## src/rtl/uart_tx_scheduler.sv

```systemverilog
// uart_tx_scheduler: shares one RS-232 transmitter between requesters A and B,
// buffering one byte each, arbitrating round-robin and timing out stalled starts.
module uart_tx_scheduler #(
  parameter int START_TIMEOUT = 2048,
  parameter int CW            = 12
) (
  input  logic       clk,
  input  logic       rst,
  input  logic       a_valid,
  input  logic [7:0] a_data,
  output logic       a_ready,
  output logic       a_done,
  input  logic       b_valid,
  input  logic [7:0] b_data,
  output logic       b_ready,
  output logic       b_done,
  output logic [7:0] tx_data,
  output logic       tx_start,
  input  logic       tx_busy,
  output logic       tx_owner,
  output logic       err_timeout
);

  localparam logic [1:0] ST_IDLE  = 2'd0;
  localparam logic [1:0] ST_START = 2'd1;
  localparam logic [1:0] ST_WAIT  = 2'd2;

  localparam logic [CW-1:0] CNT_LAST = CW'(START_TIMEOUT - 1);

  logic [1:0]    state;
  logic [CW-1:0] cnt;
  logic          full_a;
  logic          full_b;
  logic [7:0]    hold_a;
  logic [7:0]    hold_b;
  logic          last_owner;
  logic          accept_a;
  logic          accept_b;
  logic          grant_en;
  logic          grant_sel;

  assign a_ready  = ~full_a & ~rst;
  assign b_ready  = ~full_b & ~rst;
  assign accept_a = a_valid & a_ready;
  assign accept_b = b_valid & b_ready;

  // A tie goes to whoever did not own the previous frame; 0 selects A, 1 selects B.
  assign grant_en  = (state == ST_IDLE) & (full_a | full_b) & ~tx_busy;
  assign grant_sel = (full_a & full_b) ? ~last_owner : full_b;

  always_ff @(posedge clk or posedge rst) begin
    if (rst) begin
      full_a <= 1'b0;
      hold_a <= 8'h00;
    end else if (accept_a) begin
      full_a <= 1'b1;
      hold_a <= a_data;
    end else if (grant_en && !grant_sel) begin
      full_a <= 1'b0;
    end
  end

  always_ff @(posedge clk or posedge rst) begin
    if (rst) begin
      full_b <= 1'b0;
      hold_b <= 8'h00;
    end else if (accept_b) begin
      full_b <= 1'b1;
      hold_b <= b_data;
    end else if (grant_en && grant_sel) begin
      full_b <= 1'b0;
    end
  end

  // tx_data is only loaded on a grant; the transmitter reads it bit by bit mid-frame.
  always_ff @(posedge clk or posedge rst) begin
    if (rst) begin
      state       <= ST_IDLE;
      cnt         <= '0;
      last_owner  <= 1'b1;
      tx_data     <= 8'h00;
      tx_start    <= 1'b0;
      tx_owner    <= 1'b0;
      a_done      <= 1'b0;
      b_done      <= 1'b0;
      err_timeout <= 1'b0;
    end else begin
      a_done      <= 1'b0;
      b_done      <= 1'b0;
      err_timeout <= 1'b0;
      case (state)
        ST_IDLE: begin
          if (grant_en) begin
            tx_data    <= grant_sel ? hold_b : hold_a;
            tx_owner   <= grant_sel;
            last_owner <= grant_sel;
            cnt        <= '0;
            tx_start   <= 1'b1;
            state      <= ST_START;
          end
        end
        ST_START: begin
          if (tx_busy) begin
            tx_start <= 1'b0;
            state    <= ST_WAIT;
          end else if (cnt == CNT_LAST) begin
            tx_start    <= 1'b0;
            err_timeout <= 1'b1;
            state       <= ST_IDLE;
          end else begin
            cnt <= cnt + 1'b1;
          end
        end
        ST_WAIT: begin
          if (!tx_busy) begin
            a_done <= ~tx_owner;
            b_done <= tx_owner;
            state  <= ST_IDLE;
          end
        end
        default: begin
          tx_start <= 1'b0;
          state    <= ST_IDLE;
        end
      endcase
    end
  end

endmodule
```

## config.mk

```make
export PLATFORM = sky130hd
export DESIGN_NAME = uart_tx_scheduler
export DESIGN_NICKNAME = d
export VERILOG_FILES = /design/src/rtl/uart_tx_scheduler.sv
export SDC_FILE = /design/constraint.sdc
export NUM_CORES = 1
export LEC_CHECK = 0
export CORE_MARGIN = 3
export CORE_UTILIZATION = 55
export CTS_BUF_LIST = sky130_fd_sc_hd__clkbuf_8
export DETAILED_ROUTE_END_ITERATION = 12
export DONT_BUFFER_PORTS = 1
export PLACE_DENSITY = 0.73
export SLEW_MARGIN = 20
export SYNTH_ARGS = -nofsm -noshare
export SYNTH_HDL_FRONTEND = slang
export SYNTH_SLANG_ARGS = --single-unit
```

## constraint.sdc

```tcl
create_clock -name clk -period 1.7 [get_ports clk]
set_clock_uncertainty 0.15 [all_clocks]
set_input_delay 0.425 -clock clk [delete_from_list [all_inputs] [get_ports clk]]
set_output_delay 0.425 -clock clk [all_outputs]
set_load 0.02 [all_outputs]
```

==> parameters.txt <==
Parameter                              Value

Global route
  Met2 track demand over resource ... between 40 and 50%
  GR Layer Usage met3 ... 5.99%
  Largest net degree at the start of global routing ... 47
  Remaining global-route overflow ... 0
  Total GRT Usage ... 23.7%
  Initial antenna violation count ... 0
  Via count of the first global-routing pass ... around 1600
  First-pass GRT wire length ... 7.88 mm
  Met1 routing resource usage after global routing ... 27.8%
  GR peak layer ... met2

Cells and area
  Most frequent cells in the layout ... dfrtp_1 (44), buf_4 (23), mux2_2 (16), nand2_1 (16)
  Relative area change from synthesis to final layout ... 23.2%
  Count of antenna diodes in the layout ... 0
  Most frequent standard cell in the layout excluding fill and tap cells ... dfrtp_1
  Post-layout instance count excluding filler cells ... 255
  Proportion of layout cells with a drive suffix above 1 ... about 37%
  Layout Nets ... 230

Setup path
  Source of the worst register-to-register timing path ... cnt[1]
  Type of element launching the critical path ... flip-flop
  Last element of the critical path ... cnt[8]
  Worst r2r path cells ... 6
  Internal reg-to-reg setup slack ... -40 ps
  Timing startpoint of the critical path ... cnt[1]
  Endpoint kind of the worst setup timing path ... flip-flop
  Worst Setup Path Type ... reg2reg
  Critical Path AT ... between 1500 and 2000 ps
  CP required ... about 1700 ps
  R2r endpoint ... cnt[8]
  Max Fanout on Critical Path ... 3

Logic synthesis
  Number of distinct library cells after synthesis ... 44
  Yosys Warn Count ... 0
  Number of nets in the synthesized netlist ... 201
  Sequential-to-total area share from yosys stat ... 55.2%
  Cells after synthesis ... approximately 180
  Post-Synthesis Cell Area ... roughly 2100 µm²
  Synthesized flop and latch total ... 46
  Mapped Avg Cell Area ... roughly 12 µm²

CTS
  TritonCTS Sinks ... 46
  Cell chosen for the clock root ... clkbuf_8
  TritonCTS clock tree ... built
  Number of buffers created by CTS ... 5
  Number of buffers on the longest clock path ... 2
  CTS H-tree lvls ... 2
  Clock network latency to the later pin of the worst-skew pair ... slightly above 300 ps
  Clock-pin slew on the worst setup and hold paths ... 90 ps

Power
  Leak pwr ... 1.15 nW
  PD cells ... around 1500 nW/µm²
  Max VDD drop ... 999 µV

Timing
  Max-slew violation count ... 0
  Min Tclk post-route ... 1740 ps
  Final setup vio count ... 3
  Total negative setup slack ... -69.8 ps
  Final clock period utilization by the worst path ... 102%
  Top achievable clock speed ... between 0.5 and 0.6 GHz
  Worst setup slack after layout ... -42.4 ps
  Hold Vio Cnt, Final ... 0
  Setup repair after global routing missed its margin ... yes
  Worst slew slack as a fraction of its limit ... between 70% and 80%
  Least-Margin Pin Slew ... 314 ps

Run status
  Status ... complete, but fails checks
  Violations in the final reports ... setup timing

Routing
  Residual DRC count ... 0
  Routed len/inst ... between 15 and 20 µm
  Drt via density ... approximately 6.3
  Aggregate routed wire length ... ~5 mm
  Count of antenna-violating nets left after detailed routing ... 0
  Detailed-routing iteration count for the pre-antenna-repair pass ... 4
  Via count ... ~1600
  Number of DRC markers after the initial detailed-route iteration ... 167

Place
  Post-detailed-placement half-perimeter wirelength ... ~3.1 mm
  Routability-driven placement congestion ratio ... ~0.96
  Number of port buffers ... 0
  Placed Cells incl. Taps ... between 200 and 250

Floorplanning
  Std cell rows ... 21
  Starting utilization of the core area ... roughly 60%
  Die height ... 67.6 µm
  Top Ports ... 36
  Die Footprint ... between 4000 and 5000 µm²
  Area of the core region ... ~3500 µm²
  Die width ... a little under 70 µm

Flow run
  Max Cap Viol ... 0

Hold path
  Hold/Removal Path Class ... in2reg
sequential cells by signal, summed over array words and instances (netlist names):
register and count:
cnt 12, hold_a 8, hold_b 8, tx_data 8
state 2, a_done 1, b_done 1, err_timeout 1
full_a 1, full_b 1, last_owner 1, tx_owner 1
tx_start 1
layout make-up:
| type | instances | area, µm² |
|---|---|---|
| clock buffers | 5 | 68.8 |
| clock inverters | 3 | 43.8 |
| flip-flops and latches | 46 | 1150 |
| multi-input cells | 120 | 960 |
| well taps | 46 | 57.6 |
| inverters | 6 | 25.0 |
| fillers | 229 | 921 |
| repair buffers | 29 | 265 |
worst min-delay path by stage:
| stage | startpoint | endpoint | slack [ps] | cells after the start |
|---|---|---|---|---|
| 2_1_floorplan | last_owner | last_owner | 290 | 2 |
| 3_5_place_dp | rst | tx_data[1] | 230 | 2 |
| 5_1_grt | tx_busy | a_done | 40 | 1 |
| 6_report | tx_busy | a_done | 40 | 1 |
| 3_3_place_gp | rst | tx_data[1] | 220 | 2 |
| 4_1_cts | tx_busy | a_done | 40 | 1 |
Yosys cell counts (all sizes together):
cell type,n,area (µm²)
a211o,1,8.76
o41ai,1,8.76
and4,2,18.8
ha,1,12.5
o31a,1,8.76
dfrtp,45,1130
nand4,3,25.0
nor4b,1,8.76
and3,3,20.0
and2,4,25.0
a21o,1,7.51
dfstp,1,26.3
a31o,1,8.76
nor3b,1,12.5
nand2b,4,25.0
xnor2,2,17.5
nand3,6,30.0
nand2,16,60.1
o21ai,14,70.1
a22o,3,30.0
nor2,5,18.8
clkbuf,2,7.51
nor4,1,21.3
o31ai,3,22.5
or3b,1,8.76
mux2i,9,90.1
nand4b,1,8.76
a41oi,3,26.3
mux2,16,180
o22ai,1,6.26
or4,1,7.51
inv,6,25.0
buf,6,36.3
a211oi,1,7.51
a31oi,4,25.0
a21boi,1,7.51
a21oi,3,15.0
nor3,3,15.0
or2,1,8.76
logic make-up (layout without fill, tap and decap cells):
logic type	Yosys count	after routing	share of synthesized area (%)
XOR/XNOR	2	2	0.839
adder cells (fa/ha/maj)	1	1	0.599
AND/OR/NAND/NOR	53	53	15.0
multiplexers	25	25	12.9
flip-flops	46	46	55.2
AO/OA/AOI/OAI	38	39	12.1
buffers and inverters	14	43	3.30
metrics by stage:
| step | cell area (µm²) | utilization, % | total power [W] | hold slack, ps | worst slack, ps |
|---|---|---|---|---|---|
| floorplan | 2100 | - | 0.00261 | 287 | 2.60 |
| global placement | 2330 | 66.6 | 0.00291 | 220 | 33.0 |
| detailed placement | 2330 | 66.6 | 0.00300 | 227 | -13.7 |
| CTS | 2500 | 71.5 | 0.00385 | 40.3 | 0.486 |
| global route | 2570 | 73.6 | 0.00412 | 36.6 | -80.8 |
| finish | 2570 | 73.6 | 0.00390 | 42.9 | -42.4 |
worst max-delay path, cell delays in order, from the launching register on:
cell and delay, ps:
dfrtp_1 400, ha_4 170, and3_2 220, nand3_1 110
buf_4 150, a211oi_1 270, mux2i_1 140
per-layer routing:
layer  part of all wire [%]  wire length (µm)
met5                      0                 0
met4                    4.1               208
met3                    7.3               367
met2                     50              2540
met1                     38              1930
timing repair:
action	4_1_cts	5_1_grt
pin swaps	2	5
setup endpoints to repair	8	17
gates cloned	1	0
gates resized for setup	8	12
setup buffers	1	4
hold buffers	1	0
hold endpoints to repair	45	0
power breakdown:
part           switching (W)  internal, W
clock network       0.000383     0.000441
logic               0.000570     0.000612
registers           0.000416      0.00148
(Power assumes the default switching activity.)
